**config.mk**
```make
export PLATFORM = sky130hd
export DESIGN_NAME = toy_lsu_wb_arbiter
export DESIGN_NICKNAME = d
export VERILOG_FILES = /design/src/rtl/toy_lsu_wb_arbiter_pkg.sv /design/src/rtl/toy_lsu_wb_arbiter_fifo.sv /design/src/rtl/toy_lsu_wb_arbiter.sv
export SDC_FILE = /design/constraint.sdc
export NUM_CORES = 1
export LEC_CHECK = 0
export CAP_MARGIN = 20
export CORE_MARGIN = 5
export CORE_UTILIZATION = 54
export CTS_CLUSTER_DIAMETER = 80
export CTS_CLUSTER_SIZE = 30
export DETAILED_ROUTE_END_ITERATION = 8
export GPL_ROUTABILITY_DRIVEN = 0
export PLACE_DENSITY = 0.81
export SLEW_MARGIN = 10
export SYNTH_ARGS = -nofsm -noshare
export SYNTH_HDL_FRONTEND = slang
export SYNTH_SLANG_ARGS = --single-unit
```
**constraint.sdc**
```tcl
create_clock -name clk -period 3.78 [get_ports clk]
set_input_delay 1.134 -clock clk [delete_from_list [all_inputs] [get_ports clk]]
set_output_delay 1.134 -clock clk [all_outputs]
set_load 0.02 [all_outputs]
```
**src/rtl/toy_lsu_wb_arbiter_pkg.sv**
```systemverilog
// toy_lsu_wb_arbiter_pkg: shared types and defaults for the LSU load writeback arbiter
package toy_lsu_wb_arbiter_pkg;
  typedef enum logic {WB_SRC_TCM, WB_SRC_DCACHE} lsu_wb_src_e;
  typedef struct packed {
    logic [4:0]  rd;
    logic [31:0] data;
  } mem_ack_pkg;
  localparam int LSU_WB_FIFO_DEPTH = 4;
  localparam int LSU_WB_STARVE_MAX = 8;
  function automatic mem_ack_pkg mem_ack_make(input logic [4:0] rd, input logic [31:0] data);
    return '{rd: rd, data: data};
  endfunction
endpackage

```
**src/rtl/toy_lsu_wb_arbiter_fifo.sv**
```systemverilog
// toy_lsu_ack_fifo: synchronous FIFO with clear, buffers dcache acks
module toy_lsu_ack_fifo #(
  parameter int DEPTH = 4,
  parameter type T = logic [31:0]
) (
  input  logic                     clk,
  input  logic                     rst,
  input  logic                     clr,
  input  logic                     push,
  input  logic                     pop,
  input  T                         din,
  output T                         head,
  output logic [$clog2(DEPTH):0]   count,
  output logic                     full,
  output logic                     empty
);
  localparam int AW = $clog2(DEPTH);
  localparam int CW = AW + 1;
  T mem_q [DEPTH];
  logic [AW-1:0] rd_q, wr_q;
  logic [CW-1:0] cnt_q;
  logic do_push, do_pop;
  assign do_push = push & ~full;
  assign do_pop  = pop & ~empty;
  assign head    = mem_q[rd_q];
  assign count   = cnt_q;
  assign full    = cnt_q == CW'(DEPTH);
  assign empty   = cnt_q == '0;
  always_ff @(posedge clk)
    if (do_push) mem_q[wr_q] <= din;
  always_ff @(posedge clk) begin
    if (rst || clr) begin
      rd_q  <= '0;
      wr_q  <= '0;
      cnt_q <= '0;
    end else begin
      if (do_push) wr_q <= wr_q + AW'(1);
      if (do_pop) rd_q <= rd_q + AW'(1);
      cnt_q <= cnt_q + CW'(do_push) - CW'(do_pop);
    end
  end
endmodule

```
**src/rtl/toy_lsu_wb_arbiter.sv**
```systemverilog
// toy_lsu_wb_arbiter: merges DTCM and dcache load acks into one registered writeback port
module toy_lsu_wb_arbiter
  import toy_lsu_wb_arbiter_pkg::*;
#(
  parameter int FIFO_DEPTH = LSU_WB_FIFO_DEPTH,
  parameter int STARVE_MAX = LSU_WB_STARVE_MAX
) (
  input  logic        clk,
  input  logic        rst,
  input  logic        flush_en,
  input  logic        tcm_en,
  input  mem_ack_pkg  tcm_pld,
  input  logic        dcache_vld,
  input  mem_ack_pkg  dcache_pld,
  output logic        dcache_rdy,
  output logic        tcm_hold,
  output logic        wb_vld,
  output mem_ack_pkg  wb_pld,
  output lsu_wb_src_e wb_src
);
  localparam int CW = $clog2(FIFO_DEPTH) + 1;
  localparam int SW = $clog2(STARVE_MAX + 1);
  logic [CW-1:0] count, cnt_nxt;
  logic full, empty, acc, push, pop;
  mem_ack_pkg head, wb_pld_q, wb_pld_d;
  lsu_wb_src_e wb_src_q, wb_src_d;
  logic wb_vld_q, wb_vld_d, hold_q, hold_d;
  logic [SW-1:0] starve_q, starve_d;
  toy_lsu_ack_fifo #(.DEPTH(FIFO_DEPTH), .T(mem_ack_pkg)) u_fifo (
    .clk(clk), .rst(rst), .clr(flush_en), .push(push), .pop(pop), .din(dcache_pld),
    .head(head), .count(count), .full(full), .empty(empty)
  );
  assign dcache_rdy = ~full;
  assign acc  = dcache_vld & dcache_rdy;
  // dcache acks only bypass the FIFO when nothing older is waiting and DTCM is idle
  assign push = ~flush_en & acc & (tcm_en | ~empty);
  assign pop  = ~flush_en & ~tcm_en & ~empty;
  assign cnt_nxt = count + CW'(push) - CW'(pop);
  always_comb begin
    wb_vld_d = ~flush_en & (tcm_en | ~empty | acc);
    wb_pld_d = flush_en ? wb_pld_q : tcm_en ? tcm_pld : ~empty ? head : acc ? dcache_pld : wb_pld_q;
    wb_src_d = flush_en ? wb_src_q : tcm_en ? WB_SRC_TCM : (~empty | acc) ? WB_SRC_DCACHE : wb_src_q;
    starve_d = (flush_en | empty | ~tcm_en) ? '0 :
               (starve_q == SW'(STARVE_MAX)) ? starve_q : starve_q + SW'(1);
    // once raised, hold persists until the FIFO fully drains
    hold_d   = ~flush_en & ((starve_d == SW'(STARVE_MAX)) | (hold_q & (cnt_nxt != '0)));
  end
  always_ff @(posedge clk) begin
    if (rst) begin
      wb_vld_q <= 1'b0;
      wb_pld_q <= '0;
      wb_src_q <= WB_SRC_TCM;
      starve_q <= '0;
      hold_q   <= 1'b0;
    end else begin
      wb_vld_q <= wb_vld_d;
      wb_pld_q <= wb_pld_d;
      wb_src_q <= wb_src_d;
      starve_q <= starve_d;
      hold_q   <= hold_d;
    end
  end
  assign wb_vld   = wb_vld_q;
  assign wb_pld   = wb_pld_q;
  assign wb_src   = wb_src_q;
  assign tcm_hold = hold_q;
endmodule

```
==> results of run 1 <==
## stage by stage
step / utilization, % / hold WS, ns / cell area [um2]
3_5_place_dp: 63.9 / 0.446 / 9670
4_1_cts: 66.0 / 0.461 / 9990
2_1_floorplan: - / 0.485 / 8330
3_3_place_gp: 63.9 / 0.442 / 9670
6_report: 66.0 / 0.459 / 9990
5_1_grt: 66.0 / 0.481 / 9990
## cell type report
class / instances / area share, %
Timing Repair Buffer: 130 / 13.0
Clock inverter: 1 / 0.0626
Clock buffer: 15 / 3.12
Multi-Input combinational cell: 327 / 25.9
Inverter: 11 / 0.413
Antenna cell: 1 / 0.0250
Sequential cell: 201 / 55.1
Tap cell: 188 / 2.35
## logic make-up (layout without fill, tap and decap cells)
kind of cell / Yosys count / count (layout) / share of synthesized area, %
fa+ha+maj: 12 / 12 / 1.98
buf+inv: 49 / 157 / 2.96
xor+xnor: 8 / 8 / 0.842
compound gates: 119 / 119 / 9.05
mux: 39 / 39 / 10.2
flops: 201 / 201 / 66.1
simple gates: 149 / 149 / 8.81
other cells: 0 / 1 / 0
## registers in the layout, indices dropped and copies added (netlist names), named ones only
name          cells
u_fifo.rd_q       2
wb_pld           37
tcm_hold          1
starve_q          4
u_fifo.wr_q       2
u_fifo.count      3
wb_vld            1
wb_src            1
u_fifo.mem_q    148
## worst max-delay path, stage by stage, from the launching register on
cell	delay, ns
dfxtp_1	0.53
inv_1	0.14
nand3_1	0.10
clkdlybuf4s50_1	0.60
## cell usage in the layout, fill, tap and decap left out, types with 2 or more instances in the layout
cell type,n
clkbuf_1,3
dfxtp_1,51
nand4_1,3
and2_2,4
nor2b_1,36
and2_1,3
nor2_1,12
a21oi_1,71
a22oi_1,3
nor3_1,4
nand2_1,67
fa_1,2
o21ai_0,5
buf_2,2
or2_2,2
clkdlybuf4s50_1,117
ha_1,10
a31oi_1,3
nand3_1,6
inv_1,11
a211o_1,30
dfxtp_2,2
buf_4,8
clkbuf_16,12
nand2b_1,6
xor2_1,2
buf_12,3
xnor2_1,6
a2bb2oi_1,4
edfxtp_1,148
mux2i_1,2
mux4_2,37
## worst min-delay path by stage
stage | start | to | slack (ns) | cells past startpoint
floorplan | u_fifo.rd_q[1]$_SDFFE_PP0P_ | register | 0.48 | 2
global placement | wb_pld[27]$_SDFFE_PP0P_ | wb_pld[27]$_SDFFE_PP0P_ | 0.44 | 2
detailed placement | wb_pld[35]$_SDFFE_PP0P_ | wb_pld[35]$_SDFFE_PP0P_ | 0.45 | 2
CTS | wb_pld[35]$_SDFFE_PP0P_ | wb_pld[35]$_SDFFE_PP0P_ | 0.46 | 2
global route | wb_pld[35]$_SDFFE_PP0P_ | wb_pld[35]$_SDFFE_PP0P_ | 0.48 | 2
finish | wb_src$_SDFFE_PP0P_ | wb_src$_SDFFE_PP0P_ | 0.46 | 2
## power groups by stage
stage               clock, mW  sequential (mW)  combinational, mW
floorplan                   0             2.52              0.169
global placement            0             2.48              0.408
detailed placement          0             2.49              0.420
CTS                      1.25             2.44              0.423
global route             1.33             2.44              0.455
finish                   1.23             2.44              0.420
## per-layer routing
layer	GRT usage, %	wire length [um]	vias up	share of wire [%]
li1	-	-	2357	-
met1	27.7	7420	2558	42
met2	33.5	8820	210	50
met3	2.66	1160	20	6.6
met4	3.34	274	0	1.6
met5	0	0	-	0
==> flow_summary.ini, run 1 <==
[outcome]
status = complete, no violations

[die]
die_w_um = 134
io_pins = 120
dieArea_um2 = 18000
core_area_um2 = 15100
rows = 45
start_util_pct = 55.0
fp.dieH_um = 134

[timing]
max_freq_mhz = 338
finalWorstSetupSlack_ns = 0.826
tns_ns = 0
setup_viol = 0
period_share_pct = 78.2
slew_viol_final = 0
min_period_ns = 2.95
rsz0062_at_grt = no
worst_pin_slew_ns = 0.982
hold_violations = 0
skew_ns = 0.0150
slew_headroom_pct = 34.5

[power_and_ir_drop]
switching_share_pct = 21.5
seq_power_share_pct = 59.7
powerDensity_nw_per_um2 = 409
pwr-share-clk_pct = 30.0
finalPower_mw = 4.08
vdd_drop_max_mv = 0.325
pwr-share-comb_pct = 10.3
switchingPower_uw = 879
power.internal_mw = 3.20
leakagePower_nw = 3.24

[yosys]
yosys.area.top_type = edfxtp_1
synth.cell_area_um2 = 8330
ys_ff_latch = 201
synth.most_common_cell = edfxtp_1
synthTopCellsByArea = edfxtp_1 (53%), dfxtp_1 (13%), mux4_2 (10%), a21oi_1 (4.3%), a211o_1 (3.2%)
yosysTopAreaCellShare_pct = 53.4
avgSynthCellArea_um2 = 14.4
seq_area_frac_synth_pct = 66.1
synth_warnings = 0
yosysUniqueCellTypes = 37
syn-num-nets = 668
synth_edf_count = 148
synth_cells = 577
synth_top_flop_cell = edfxtp_1
ys_top_cells_by_count = edfxtp_1 (148), a21oi_1 (71), nand2_1 (67)
async_flop_share_pct = 0

[setup_path]
r2r_slack_ns = 1.35
crit_path_max_fanout = 6
r2r_end = wb_pld[10]$_SDFFE_PP0P_
r2r_cells = 5
crit_end = dcache_rdy
worstSetupStartpoint = u_fifo.count[1]$_SDFF_PP0_
worstPathArrival_ns = 1.82
timing.rr.start = u_fifo.count[1]$_SDFF_PP0_
end_kind = output pin
critPathLaunchType = register
critPathKind = register to output pin
required_ns = 2.65

[finish]
syn_to_final_growth_pct = 20.0
final_layout_size_suffix_gt1_share_pct = 10.8
fin_cells = 874
multi_input_area_um2 = 2590
layout.nets = 772
fillerInstances = 1028
regArea_um2 = 5510

[global_routing]
grt_pass1_wl_mm = 28.5
overflow = 0
first_global_vias = 5425
grt.total_usage_pct = 19.6
grt_max_degree = 44
antenna_found_initial = 1

[clock_network]
insertion_delay_ns = 0.46
root_buffer = clkbuf_16
htree_levels = 1
cts_sinks = 201
postCtsHoldBufs = 0
cts_buffers = 10
path_clk_slew_ns = 0.11
post-cts-setup-buffers = 0
cts_buffer_depth = 3
cts_resized = 0
cts_tree = yes

[placed_design]
dp_slack_ns = 0.343
dp.cells = 857
dpl.hpwl_mm = 11.2
numPortBuffers = 119

[detailed_routing]
drt_iter0_drc = 395
drcViolationCount = 0
drt_wl_total_mm = 17.7
dr.pass1.iters = 5
routedWlPerCell_um = 20.2
routed-via-count = 5145
ant_nets = 0
viasPerCell = 5.89

[run]
maxCapViolCount = 0

[worst_hold_path]
hold_class = register to register
(Power assumes the default switching activity.)
==> inputs of run 2 (changes only) <==
==> constraint.sdc (replaced) <==
create_clock -name clk -period 3 [get_ports clk]
set_input_delay 0.9 -clock clk [delete_from_list [all_inputs] [get_ports clk]]
set_output_delay 0.9 -clock clk [all_outputs]
set_load 0.02 [all_outputs]
==> run 2 against run 1 <==
Net effect: non-clock buffer count increased by 14; sequential power increased by 26%; routed wire length down 1.1%; combinational power rose by 28%; core utilization grew 1.0 points; die area did not move.
==> flow_summary.ini, run 2 (synthesis results as in run 1) <==
[outcome]
status = complete, no violations

[power_and_ir_drop]
pwr-share-clk_pct = 31.3
switching_share_pct = 20.7
leakagePower_nw = 3.34
vdd_drop_max_mv = 0.488
pwr-share-comb_pct = 10.3
switchingPower_mw = 1.09
powerDensity_nw_per_um2 = 517
power.internal_mw = 4.16
seq_power_share_pct = 58.5

[detailed_routing]
routed-via-count = 5130
drt_wl_total_mm = 17.5
routedWlPerCell_um = 19.7
drcViolationCount = 0
drt_iter0_drc = 350
dr.pass1.iters = 5
ant_nets = 0
viasPerCell = 5.78

[global_routing]
grt_pass1_wl_mm = 28.1
grt_max_degree = 44
overflow = 0
antenna_found_initial = 1
first_global_vias = 5283
grt.total_usage_pct = 19.4

[timing]
max_freq_mhz = 363
min_period_ns = 2.75
skew_ns = 0.0123
finalWorstSetupSlack_ns = 0.246
rsz0062_at_grt = no
setup_viol = 0
hold_violations = 0
slew_headroom_pct = 63.3
tns_ns = 0
slew_viol_final = 0
period_share_pct = 91.8
worst_pin_slew_ns = 0.549

[finish]
largest_reg_flops = 148
fillerInstances = 1042
layout.nets = 786
final_cell_mix = edfxtp_1 (148), clkdlybuf4s50_1 (117), a21oi_1 (71)
fin_cells = 888
finalInstanceArea_um2 = 10200
final_util_pct = 67.0
final_layout_size_suffix_gt1_share_pct = 12.6
regMostFlops = u_fifo.mem_q
syn_to_final_growth_pct = 21.9
layout_commonest_cell = edfxtp_1

[placed_design]
dpl.hpwl_mm = 11.8
dp.cells = 871
dp_slack_ns = -0.000934
numPortBuffers = 119
dpl_cell_area_um2 = 9800

[clock_network]
path_clk_slew_ns = 0.11
cts_buffer_depth = 3
postCtsHoldBufs = 0
post-cts-setup-buffers = 0
cts_buffers = 10
cts_resized = 0
cts_tree = yes
insertion_delay_ns = 0.45
root_buffer = clkbuf_16
htree_levels = 1
cts_sinks = 201

[setup_path]
slowest_stage = clkdlybuf4s50_1
critPathLaunchType = register
slowest_delay_ns = 0.61
worstPathArrival_ns = 1.85
critical_path.cell_chain = inv_1 > nand3_1 > clkdlybuf4s50_1
crit_path_max_fanout = 6
end_kind = output pin
critPathKind = register to output pin
required_ns = 2.10

[die]
rows = 45
dieArea_um2 = 18000
core_area_um2 = 15100
io_pins = 120
fp.dieH_um = 134
start_util_pct = 55.0
die_w_um = 134

[run]
maxCapViolCount = 0

[worst_hold_path]
hold_class = register to register
[run 2: cell types whose count changed in the layout (fill, tap and decap cells not counted), sizes merged]
cell    delta
clkbuf     -1
inv        -1
buf       +14
bufinv     +2
[run 2: routing by layer]
| layer | global-route usage, % | vias to the layer above | routed length [um] |
|---|---|---|---|
| li1 | - | 2386 | - |
| met1 | 26.3 | 2543 | 7240 |
| met2 | 33.4 | 177 | 8830 |
| met3 | 3.11 | 24 | 1080 |
| met4 | 4.41 | 0 | 333 |
| met5 | 0 | - | 0 |
[run 2: worst max-delay path: cells and delay by family (launching register included)]
kind                   cells  cell delay, ns
AND/OR/NAND/NOR            1            0.12
flip-flops                 1            0.54
buffers and inverters      2            0.75
[run 2: worst paths after layout]
kind,from,to,slack [ns],cells after the start
hold / removal,wb_pld[3]$_SDFFE_PP0P_,wb_pld[3]$_SDFFE_PP0P_,0.46,2
setup reg to reg,u_fifo.count[1]$_SDFF_PP0_,u_fifo.count[2]$_SDFF_PP0_,0.75,9
setup / recovery,u_fifo.count[1]$_SDFF_PP0_,dcache_rdy,0.25,3
hold reg to reg,wb_pld[3]$_SDFFE_PP0P_,wb_pld[3]$_SDFFE_PP0P_,0.46,2
[run 2: layout make-up]
cell class / count / area [um2] / area share, %
diodes: 1 / 2.50 / 0.0246
inverters: 11 / 41.3 / 0.407
well taps: 188 / 235 / 2.32
flip-flops and latches: 201 / 5510 / 54.3
repair buffers: 144 / 1430 / 14.1
multi-input cells: 327 / 2590 / 25.5
clock inverters: 2 / 60.1 / 0.592
clock buffers: 14 / 287 / 2.82
[run 2: power groups by stage]
stage	logic, mW	clock network (mW)	registers (mW)
finish	0.538	1.64	3.07
global route	0.582	1.79	3.08
CTS	0.542	1.68	3.07
detailed placement	0.540	0	3.13
global placement	0.526	0	3.13
floorplan	0.213	0	3.18
[run 2: per-stage QoR]
step,hold slack [ns],power [mW]
floorplan,0.485,3.39
global placement,0.441,3.65
detailed placement,0.447,3.67
CTS,0.461,5.30
global route,0.488,5.45
finish,0.459,5.25
==> inputs of run 3 (changes only) <==
--- a/config.mk
+++ b/config.mk
@@ -7,12 +7,13 @@
 export LEC_CHECK = 0
 export CAP_MARGIN = 20
 export CORE_MARGIN = 5
-export CORE_UTILIZATION = 54
+export CORE_UTILIZATION = 40
+export CTS_BUF_LIST = sky130_fd_sc_hd__clkbuf_8
 export CTS_CLUSTER_DIAMETER = 80
 export CTS_CLUSTER_SIZE = 30
 export DETAILED_ROUTE_END_ITERATION = 8
 export GPL_ROUTABILITY_DRIVEN = 0
-export PLACE_DENSITY = 0.81
+export PLACE_DENSITY = 0.66
 export SLEW_MARGIN = 10
 export SYNTH_ARGS = -nofsm -noshare
 export SYNTH_HDL_FRONTEND = slang
==> constraint.sdc (replaced) <==
create_clock -name clk -period 2.4 [get_ports clk]
set_input_delay 0.72 -clock clk [delete_from_list [all_inputs] [get_ports clk]]
set_output_delay 0.72 -clock clk [all_outputs]
set_load 0.02 [all_outputs]
==> run 3 against run 2 <==
Net effect: combinational power up 27%; register-to-register slack worse by 0.42 ns; clock skew up 0.0058 ns; sequential power up 25%; global-route usage down 4.7 points; non-clock buffer count up 6; routed wire length up 1.8%; design area up 1.3%; largest power group unchanged; highest routed layer unchanged.
==> flow_summary.ini, run 3 (synthesis results as in run 1) <==
[setup_path]
cp_top_family = buffers and inverters
path_depth = 1
end_kind = output pin
critPathLaunchType = register
slowest_delay_ns = 0.62
r2r_slack_ns = 0.33
crit_path_max_fanout = 2
slowest_stage = clkdlybuf4s50_1
critPathKind = register to output pin
worstPathArrival_ns = 1.51
required_ns = 1.68
critical_path.cell_chain = clkdlybuf4s50_1
cp.buffers_inverters = 1
r2r_cells = 10

[detailed_routing]
viasPerCell = 5.26
ant_nets = 0
drcViolationCount = 0
dr.pass1.iters = 4
routed-via-count = 5136
drt_iter0_drc = 306
routedWlPerCell_um = 18.2
drt_wl_total_mm = 17.8

[clock_network]
cts_sinks = 201
cts_buffers = 11
postCtsHoldBufs = 0
cts_buffer_depth = 3
cts_tree = yes
root_buffer = clkbuf_8
htree_levels = 1
insertion_delay_ns = 0.49
path_clk_slew_ns = 0.16

[placed_design]
dpl.hpwl_mm = 12.1
numPortBuffers = 119
dp.cells = 959

[global_routing]
overflow = 0
grt_pass1_wl_mm = 28.3
grt.total_usage_pct = 14.7
antenna_found_initial = 1
grt_max_degree = 51
first_global_vias = 5347

[run]
maxCapViolCount = 0

[die]
fp.dieH_um = 154
io_pins = 120
dieArea_um2 = 23800
start_util_pct = 40.9
rows = 52
die_w_um = 154
core_area_um2 = 20400

[timing]
hold_violations = 0
max_freq_mhz = 449
slew_viol_final = 0
worst_pin_slew_ns = 0.518
skew_ns = 0.0181
setup_viol = 0
min_period_ns = 2.23
rsz0062_at_grt = no
slew_headroom_pct = 65.5
tns_ns = 0
period_share_pct = 92.9

[finish]
fillerInstances = 1720
largest_reg_flops = 148
regMostFlops = u_fifo.mem_q
layout_commonest_cell = edfxtp_1
layout.nets = 793
syn_to_final_growth_pct = 23.5
final_layout_size_suffix_gt1_share_pct = 14.0
final_cell_mix = edfxtp_1 (148), clkdlybuf4s50_1 (116), a21oi_1 (71)
fin_cells = 977

[worst_hold_path]
hold_class = register to register
holdPathStages = 2

[power_and_ir_drop]
powerDensity_nw_per_um2 = 587
leakagePower_nw = 3.34
vdd_drop_max_mv = 0.298

[outcome]
status = complete, no violations
[run 3: cell types whose count changed in the layout (fill, tap and decap cells not counted), sizes merged]
cell / delta
dlygate4sd2: +1
buf: +6
clkdlybuf4s50: -1
clkinv: +1
bufinv: -2
clkbuf: -3
inv: +5
[run 3: layout make-up]
cell class                      instances  area [um2]  area share [%]
Sequential cell                       201        5510            53.6
Clock inverter                          6        55.1           0.535
Antenna cell                            1        2.50          0.0243
Clock buffer                           11         151            1.47
Timing Repair Buffer                  150        1590            15.4
Inverter                               11        41.3           0.402
Multi-Input combinational cell        327        2590            25.2
Tap cell                              270         338            3.29
[run 3: repair_timing]
item                       CTS  global route
setup endpoints to repair    1             0
resized for setup            4             0
setup buffers                0             0
[run 3: worst paths after layout]
path / endpoint / from
worst max-delay path: wb_pld[17] / wb_pld[17]$_SDFFE_PP0P_
worst min-delay path: wb_pld[25]$_SDFFE_PP0P_ / wb_pld[25]$_SDFFE_PP0P_
worst max register to register: tcm_hold$_SDFF_PP0_ / u_fifo.count[1]$_SDFF_PP0_
worst min register to register: wb_pld[25]$_SDFFE_PP0P_ / wb_pld[25]$_SDFFE_PP0P_
[run 3: metrics by stage]
stage | utilization [%] | hold WS, ns | worst slack (ns) | power, mW | area (um2)
2_1_floorplan | - | 0.485 | -0.0983 | 4.24 | 8340
3_3_place_gp | 49.4 | 0.441 | -0.276 | 4.58 | 10100
3_5_place_dp | 49.4 | 0.449 | -0.343 | 4.61 | 10100
4_1_cts | 50.5 | 0.469 | 0.142 | 6.11 | 10300
5_1_grt | 50.5 | 0.484 | 0.0960 | 6.27 | 10300
6_report | 50.5 | 0.465 | 0.171 | 6.03 | 10300
[run 3: routing by layer]
metal	vias up	GRT usage [%]	wire (um)
met2	138	26.1	8890
met5	-	0	0
met3	20	1.82	821
li1	2400	-	-
met1	2578	19.3	7710
met4	0	3.66	388
[run 3: power breakdown]
| part | internal, mW | switching (mW) | total, mW |
|---|---|---|---|
| clock | 0.475 | 1.04 | 1.51 |
| combinational | 0.347 | 0.339 | 0.685 |
| sequential | 3.80 | 0.0347 | 3.84 |
